[config.mk]
export PLATFORM = sky130hd
export DESIGN_NAME = cnn_pcim_wr_ctrl
export DESIGN_NICKNAME = d
export VERILOG_FILES = /design/src/rtl/cnn_pcim_wr_ctrl.sv
export SDC_FILE = /design/constraint.sdc
export NUM_CORES = 1
export LEC_CHECK = 0
export BUFFER_PORTS_ARGS = -buffer_cell sky130_fd_sc_hd__buf_2
export CORE_AREA = 10 10 516 518
export CTS_BUF_LIST = sky130_fd_sc_hd__clkbuf_4 sky130_fd_sc_hd__clkbuf_8
export CTS_CLUSTER_SIZE = 40
export DETAILED_ROUTE_END_ITERATION = 16
export DIE_AREA = 0 0 526 528
export GPL_ROUTABILITY_DRIVEN = 0
export GPL_TIMING_DRIVEN = 0
export PLACE_DENSITY_LB_ADDON = 0.1
export SLEW_MARGIN = 20
export SYNTH_ARGS = -nofsm -noshare
export SYNTH_HDL_FRONTEND = slang
export SYNTH_SLANG_ARGS = --single-unit
[constraint.sdc]
create_clock -name clk_main_a0 -period 3.7 [get_ports clk_main_a0]
set_clock_uncertainty 0.1 [all_clocks]
set_input_delay 0.185 -clock clk_main_a0 [delete_from_list [all_inputs] [get_ports clk_main_a0]]
set_output_delay 0.185 -clock clk_main_a0 [all_outputs]
set_load 0.005 [all_outputs]
[src/rtl/cnn_pcim_wr_ctrl.sv]
// cnn_pcim_wr_ctrl: turns the 512-bit CNN result stream into AXI4 INCR write bursts into a host ring buffer.
module cnn_pcim_wr_ctrl #(
  parameter int BURST_BEATS     = 8,
  parameter int MAX_OUTSTANDING = 4,
  parameter int AXI_ID          = 0
) (
  input  logic          clk_main_a0,
  input  logic          rst_main_n,
  input  logic          cfg_enable,
  input  logic [63:0]   cfg_base_addr,
  input  logic [15:0]   cfg_num_bursts,
  input  logic          s_tvalid,
  output logic          s_tready,
  input  logic [511:0]  s_tdata,
  output logic [15:0]   awid,
  output logic [63:0]   awaddr,
  output logic [7:0]    awlen,
  output logic [2:0]    awsize,
  output logic          awvalid,
  input  logic          awready,
  output logic [511:0]  wdata,
  output logic [63:0]   wstrb,
  output logic          wlast,
  output logic          wvalid,
  input  logic          wready,
  input  logic [15:0]   bid,
  input  logic [1:0]    bresp,
  input  logic          bvalid,
  output logic          bready,
  output logic          busy,
  output logic [31:0]   bursts_done,
  output logic [15:0]   wr_ptr,
  output logic          err
);
  localparam int ALIGN = $clog2(BURST_BEATS * 64);
  localparam int BW    = $clog2(BURST_BEATS) + 1;

  typedef enum logic [1:0] {IDLE, ADDR, DATA} state_t;

  state_t        state_q, state_d;
  logic [63:0]   awaddr_q, awaddr_d;
  logic [15:0]   wr_ptr_q, wr_ptr_d, num_eff;
  logic [3:0]    outst_q, outst_d;
  logic [BW-1:0] beat_q, beat_d;
  logic [31:0]   done_q, done_d;
  logic          err_q, err_d;
  logic          start, aw_hs, w_hs, beat_last, b_ok, unused_bid;

  assign unused_bid = ^bid;
  assign num_eff    = cfg_num_bursts == 16'd0 ? 16'd1 : cfg_num_bursts;
  assign start      = state_q == IDLE && cfg_enable && s_tvalid && outst_q < 4'(MAX_OUTSTANDING);
  assign aw_hs      = state_q == ADDR && awready;
  assign w_hs       = state_q == DATA && s_tvalid && wready;
  assign beat_last  = beat_q == BW'(BURST_BEATS - 1);
  // A response with nothing outstanding is dropped rather than allowed to underflow the count.
  assign b_ok       = bvalid && outst_q != 4'd0;

  always_comb begin
    state_d  = start ? ADDR : aw_hs ? DATA : (w_hs && beat_last) ? IDLE : state_q;
    awaddr_d = start ? (cfg_base_addr & ~((64'd1 << ALIGN) - 64'd1)) + (64'(wr_ptr_q) << ALIGN) : awaddr_q;
    wr_ptr_d = !aw_hs ? wr_ptr_q : (17'(wr_ptr_q) + 17'd1 >= 17'(num_eff)) ? 16'd0 : wr_ptr_q + 16'd1;
    outst_d  = outst_q + 4'(aw_hs) - 4'(b_ok);
    beat_d   = !w_hs ? beat_q : beat_last ? '0 : beat_q + BW'(1);
    done_d   = done_q + 32'(b_ok);
    err_d    = err_q | (bvalid && (bresp != 2'b00 || !b_ok));
  end

  always_ff @(posedge clk_main_a0 or negedge rst_main_n) begin
    if (!rst_main_n) begin
      state_q  <= IDLE;
      awaddr_q <= '0;
      wr_ptr_q <= '0;
      outst_q  <= '0;
      beat_q   <= '0;
      done_q   <= '0;
      err_q    <= 1'b0;
    end else begin
      state_q  <= state_d;
      awaddr_q <= awaddr_d;
      wr_ptr_q <= wr_ptr_d;
      outst_q  <= outst_d;
      beat_q   <= beat_d;
      done_q   <= done_d;
      err_q    <= err_d;
    end
  end

  assign awid        = 16'(AXI_ID);
  assign awaddr      = awaddr_q;
  assign awlen       = 8'(BURST_BEATS - 1);
  assign awsize      = 3'h6;
  assign awvalid     = state_q == ADDR;
  assign wdata       = s_tdata;
  assign wstrb       = '1;
  assign wvalid      = state_q == DATA && s_tvalid;
  assign s_tready    = state_q == DATA && wready;
  assign wlast       = state_q == DATA && beat_last;
  assign bready      = 1'b1;
  assign busy        = state_q != IDLE || outst_q != 4'd0;
  assign bursts_done = done_q;
  assign wr_ptr      = wr_ptr_q;
  assign err         = err_q;
endmodule

==> results of run 1 <==
==> layout by cell type, fill, tap and decap left out, drive strengths merged, types with 40 or more instances in the layout <==
cell,instances
conb,101
inv,43
nand3,53
nor2,40
xnor2,55
o21ai,84
ha,41
buf,1345
nand2,116
dlygate4sd3,57
dfrtp,114
==> worst register-to-register path, cell delays in order (launching register included) <==
cell and delay (ps):
dfrtp_2 440, buf_12 130, ha_4 170, and3_1 170, buf_4 160, xor2_1 190
ha_1 250, a211o_1 240, a21oi_2 100, o211ai_1 100, a221o_1 350, a211o_2 400
or2_4 260, buf_6 150, o31ai_1 190
==> final timing paths <==
| kind | start | endpoint | slack (ps) | cells past startpoint |
|---|---|---|---|---|
| min | cfg_base_addr[14] | awaddr[14] | 120 | 4 |
| max in group asynchronous | rst_main_n | awaddr[20] | 2300 | 5 |
| min in group asynchronous | rst_main_n | awaddr[50] | 540 | 4 |
| max reg2reg | wr_ptr[0] | wr_ptr[10] | 180 | 14 |
| max | wr_ptr[0] | wr_ptr[10] | 180 | 14 |
| min reg2reg | err | err | 370 | 1 |
==> layout make-up <==
class	instances	area (µm²)	share of cell area (%)
repair buffers	783	4410	20.8
flip-flops and latches	114	2870	13.5
multi-input cells	704	4430	20.8
diodes	31	77.6	0.365
clock inverters	15	163	0.766
well taps	3384	4230	19.9
clock buffers	17	234	1.10
plain buffers	634	4710	22.2
inverters	34	128	0.601
==> sequential cells by signal, summed over array words and instances (netlist names) <==
| signal | cells |
|---|---|
| outst_q | 4 |
| err | 1 |
| wr_ptr | 16 |
| beat_q | 4 |
| state_q | 2 |
| bursts_done | 32 |
| awaddr | 55 |
==> power breakdown <==
part	total [W]	internal (W)	leakage, nW	switching (W)
Combinational	0.00292	0.00134	8.25	0.00157
Clock	0.00140	0.000561	0.201	0.000844
Sequential	0.00187	0.00162	1.47	0.000245
==> cells by family after synthesis <==
logic type / count (synthesis) / synth area share [%]
muxes: 3 / 0.283
adders and majority gates: 43 / 4.80
xor gates and xnor gates: 94 / 7.15
and+or+nand+nor: 313 / 13.2
buffers and inverters: 669 / 42.0
AOI/OAI and AO/OA: 150 / 7.73
other: 2 / 0.0652
DFF: 114 / 24.8
==> layer usage <==
| metal | global-route usage (%) | share of wire [%] | up-vias |
|---|---|---|---|
| met5 | 0 | 0.51 | - |
| met1 | 7.69 | 31 | 5586 |
| li1 | - | - | 5710 |
| met2 | 17.2 | 55 | 771 |
| met3 | 5.03 | 12 | 187 |
| met4 | 1.18 | 1.2 | 100 |
==> Yosys cell counts, types with 3 or more instances <==
cell and number:
and4_1 4, and2_1 6, nand3_1 53, nand2_1 115, nand4_1 22, a21oi_1 21, ha_1 41, dfrtp_1 114
inv_1 34, o21ai_0 83, nor2b_1 9, o2111ai_1 5, clkbuf_1 16, xnor2_1 55, o31ai_1 9, nand2b_1 8
and3_1 19, a31oi_1 5, nor4_1 8, buf_4 613, nor2_1 39, nor3b_1 3, a21o_1 4, or3_1 4
nor3_1 12, xor2_1 39
==> per-stage QoR <==
step | area, µm² | worst slack, ps
2_1_floorplan | 11900 | 516
3_3_place_gp | 19600 | -1480
3_5_place_dp | 19700 | -1030
4_1_cts | 20900 | 16.5
5_1_grt | 21200 | -26.0
6_report | 21200 | 182
==> timing repair <==
item / in CTS / in global routing
endpoints found under the setup margin: 53 / 28
hold buffers: 58 / 0
gates resized for setup: 24 / 30
endpoints found under the hold margin: 171 / 0
buffers inserted: 13 / 9
pin swaps: 2 / 2
==> metrics, run 1 <==
Fmax achieved=284 MHz; Util after Layout=8.31%; cell family with most CP delay=compound AO/OA/AOI/OAI gates; Hold Fails Final Rpt=0; worst slew pin tran=1010 ps; clock tree buffer depth=2; Synth top area share=40.0%; clock buffers created by TritonCTS=17; critical path type=flip-flop to flip-flop; vias=12400; FFs w/ async S/R, synth=100%; Max Transition Viols Final=0; Max-cap violations=0; cells along the critical path=buf_12, ha_4, and3_1, buf_4, xor2_1, ha_1, a211o_1, a21oi_2, o211ai_1, a221o_1, a211o_2, or2_4, buf_6, o31ai_1; WP data arrival=3920 ps; Slew headroom=32.1%; worst-path fanout max=10; CTS tree=done; hold_ws=122 ps; CP peak stage delay=440 ps; GRT overflow=0; DRT Wirelength=128000 µm; endpoints failing setup=0; Site Rows=186; Worst-Skew Late Latency=620 ps; crit start category=flip-flop; WP buf/inv=3; fin cells=5716; Final Power=0.00619 W; final clock period utilization by the worst path=95.1%; Initial Util=4.50%; cell area power density=291 nW/µm²; first drt pass iteration count=5; DRC Markers=0; Syn Inst Count=1388; io pins=1339; Setup TNS Final=0 ps; synthesis-to-layout area growth=84.6%; core area=256000 µm²; register bit count reported by yosys=114; type of the worst min-delay path=primary input to flip-flop; HPWL Detailed=119000 µm; synth unique cells=60; H-Tree Depth=4; Post-Syn Area=11500 µm²; Worst Path Required=4100 ps; Seq/Total Area, Yosys=24.8%; root buffer cell=clkbuf_8; placed cell count=5574; drt wl/cell=22.3 µm; slowest CP cell=dfrtp_2; number of synthesized flops with an enable pin=0; clock transition at the registers of the reported paths=100 ps; vias in the first global route=13200; Tmin final=3520 ps; clk sinks=114; DR vias/cell=2.16; initial antenna violation count=111; dominant cell type by area after synthesis=buf_4; first-pass GRT wire length=156000 µm; status=finished clean; Detailed Route Iter0 Violations=420; antenna viol nets, final=0; layout cell share with drive strength beyond 1=62.1%; Die Y=528 µm; nets=2948; maximum VDD drop=0.000214 V; IO buf count=700; Top FF cell, synth=dfrtp_1; warnings from Yosys=0; largest net degree at the start of global routing=45; Synth area leaders=buf_4 40%, dfrtp_1 25%, ha_1 4.5%, xnor2_1 4.2%, nand2_1 3.8%; Die Area=278000 µm²; fillcell total=30000; All-Layer GR Usage=8.68%; Mean Syn Cell Area=8.29 µm²; Die Wd=526 µm; Static Leak=9.92 nW; crit path capture type=flip-flop
Power figures use the tool's default switching activity.
==> run 2, diff against run 1 <==
--- a/config.mk
+++ b/config.mk
@@ -5,12 +5,13 @@
 export SDC_FILE = /design/constraint.sdc
 export NUM_CORES = 1
 export LEC_CHECK = 0
+export ABC_AREA = 1
 export BUFFER_PORTS_ARGS = -buffer_cell sky130_fd_sc_hd__buf_2
-export CORE_AREA = 10 10 516 518
+export CORE_AREA = 10 10 518 520
 export CTS_BUF_LIST = sky130_fd_sc_hd__clkbuf_4 sky130_fd_sc_hd__clkbuf_8
 export CTS_CLUSTER_SIZE = 40
 export DETAILED_ROUTE_END_ITERATION = 16
-export DIE_AREA = 0 0 526 528
+export DIE_AREA = 0 0 528 530
 export GPL_ROUTABILITY_DRIVEN = 0
 export GPL_TIMING_DRIVEN = 0
 export PLACE_DENSITY_LB_ADDON = 0.1
==> run 2 against run 1 <==
  * Clock power grew 5%
  * Clock-buffer cell count is 1 higher
  * Utilization up 0.36 points
  * Die area is 0.76% higher
  * Register-to-register slack improved by 140 ps
  * Critical endpoint is now awaddr[61]
==> metrics, run 2 <==
number of synthesized flops with an enable pin=0; IO buf count=700; Syn Inst Count=1914; Mean Syn Cell Area=6.82 µm²; Critical path origin=wr_ptr[0]; fin cells=6233; clock tree buffer depth=2; Synth top area share=35.3%; DRT Wirelength=120000 µm; first drt pass iteration count=4; FF-to-FF setup slack=320 ps; FF-to-FF path depth=12; crit start category=flip-flop; Detailed Route Iter0 Violations=469; antenna viol nets, final=0; synth unique cells=40; worst-path fanout max=7; FFs w/ async S/R, synth=100%; met2 Use GR=16.0%; Top FF cell, synth=dfrtp_1; DR vias/cell=2.32; Fmax achieved=296 MHz; largest net degree at the start of global routing=64; CTS tree=done; synth cell count leaders=613 x buf_4, 490 x nand2_1, 203 x inv_1; Max-cap violations=0; placed cell count=6116; nets=3458; Initial Util=5.05%; Synth area leaders=buf_4 35%, dfrtp_1 22%, nand2_1 14%, inv_1 5.8%, ha_1 3.9%; unrepaired setup endpoints after global routing=no; met1 Track Usage GR=7.15%; CP peak stage delay=600 ps; WP depth=12; H-Tree Depth=4; synthesis-to-layout area growth=71.5%; layout cell share with drive strength beyond 1=49.1%; worst slew pin tran=900 ps; Hold Fails Final Rpt=0; DRC Markers=0; fillcell total=30500; cell area power density=281 nW/µm²; Reg-to-Reg Start=wr_ptr[0]; core area=258000 µm²; clock transition at the registers of the reported paths=100 ps; critical path's most frequent cell=nand3_1; Post-Syn Area=13000 µm²; GR peak layer=met2; register bit count reported by yosys=114; WP data arrival=3770 ps; Max Transition Viols Final=0; clk sinks=114; Worst-Skew Late Latency=620 ps; GRT overflow=0; Static Leak=11.4 nW; first-pass GRT wire length=151000 µm; Die Area=280000 µm²; crit path capture type=flip-flop; drt wl/cell=19.2 µm; HPWL Detailed=110000 µm; critical path type=flip-flop to flip-flop; initial antenna violation count=84; clock buffers created by TritonCTS=17; maximum VDD drop=0.000211 V; dominant cell type by area after synthesis=buf_4; Slew headroom=40.0%; Worst Path Required=4080 ps; warnings from Yosys=0; commonest non-fill, non-tap cells in the layout=699 x buf_2, 613 x buf_4, 490 x nand2_1, 203 x inv_1, 133 x nor2_1; Die Wd=528 µm; status=finished clean; Die Y=530 µm; All-Layer GR Usage=8.08%; final clock period utilization by the worst path=91.4%; endpoints failing setup=0; Seq/Total Area, Yosys=21.9%; post-CTS setup repair buffer count=0; cell family with most CP delay=simple AND/OR/NAND/NOR gates; fin worst setup slack=318 ps; Site Rows=187; reg-to-reg critical path endpoint=awaddr[61]; number of flip-flops in the largest register=55; vias in the first global route=16000; DP Worst Slack=-121 ps; io pins=1339; type of the worst min-delay path=primary input to flip-flop; worst setup path endpoint=awaddr[61]; top-count cell post-synth=buf_4; WP buf/inv=3; slowest CP cell=dlygate4sd3_1; global routing usage on met3=4.14%; cells along the critical path=ha_1, inv_1, fa_1, inv_1, nand3_1, nand3_1, nand2_1, nand3_1, nand3_1, dlygate4sd3_1, nand3_1, nand2_1; commonest non-fill, non-tap cell in the layout=buf_2; Tmin final=3380 ps; root buffer cell=clkbuf_8; vias=14500
[run 2: cell count changes in the layout (fill, tap and decap cells not counted), moves of 15 or more]
| cell | before | now |
|---|---|---|
| nor2_1 | 36 | 133 |
| buf_4 | 631 | 613 |
| o21ai_0 | 83 | 32 |
| xor2_1 | 39 | 24 |
| nand3_1 | 50 | 100 |
| nand2_1 | 115 | 490 |
| xnor2_1 | 51 | 27 |
| and3_1 | 18 | 0 |
| inv_1 | 34 | 203 |
[run 2: worst min path at each step]
stage                         start              end  cells after the start
floorplan                rst_main_n       awaddr[10]                      0
global placement    bursts_done[31]  bursts_done[31]                      1
detailed placement       rst_main_n       awaddr[46]                      1
CTS                         awready       wr_ptr[13]                      5
global route                 bvalid   bursts_done[0]                      4
finish                       wready        beat_q[1]                      6
[run 2: worst min-delay path, stage by stage]
cell and delay [ps]:
buf_2 100, inv_1 110, nor2_1 80, nand2_1 170, nand2_1 70, nand2_1 60
[run 2: layout make-up]
cell class | instances | area [µm²] | area share (%)
multi-input combinational | 1066 | 5150 | 23.0
buffer | 628 | 4670 | 20.9
tap | 3402 | 4260 | 19.0
timing repair buffer | 766 | 4210 | 18.8
sequential | 114 | 2860 | 12.8
inverter | 205 | 769 | 3.44
clock buffer | 18 | 241 | 1.08
clock inverter | 14 | 179 | 0.800
antenna | 20 | 50.0 | 0.224
[run 2: logic make-up (layout without fill, tap and decap cells)]
family                     after synthesis  in the layout  synth area share, %
and+or+nand+nor                        808            808                 26.2
AOI/OAI and AO/OA                       62             62                 2.49
buffers and inverters                  833           1631                 41.7
xor gates and xnor gates                52             52                 3.49
adders and majority gates               43             43                 4.24
other                                    2            121               0.0576
DFF                                    114            114                 21.9
[run 2: what timing repair did]
item	in CTS	in global routing
gates resized for setup	1	5
hold buffers	65	0
endpoints found under the hold margin	175	0
endpoints found under the setup margin	12	17
[run 2: metrics by stage]
stage / util (%) / TNS (ps) / total power, W / hold slack, ps / cell area, µm²
floorplan: - / 0 / 0.00314 / -211 / 13400
global placement: 8.20 / -28290 / 0.00501 / 360 / 21200
detailed placement: 8.21 / -1090 / 0.00500 / 57.2 / 21200
CTS: 8.64 / 0 / 0.00671 / 0.0239 / 22300
global route: 8.64 / 0 / 0.00696 / 71.8 / 22300
finish: 8.66 / 0 / 0.00628 / 91.3 / 22400
[run 2: per-layer routing]
layer  vias up  wire, µm
li1       6968         -
met1      6422     38100
met2       871     65200
met3       146     13100
met4        50      2780
met5         -       332
[run 2: report_power, final]
| part | switching [W] | internal, W |
|---|---|---|
| combinational | 0.00163 | 0.00125 |
| clock | 0.000791 | 0.000681 |
| sequential | 0.000281 | 0.00164 |
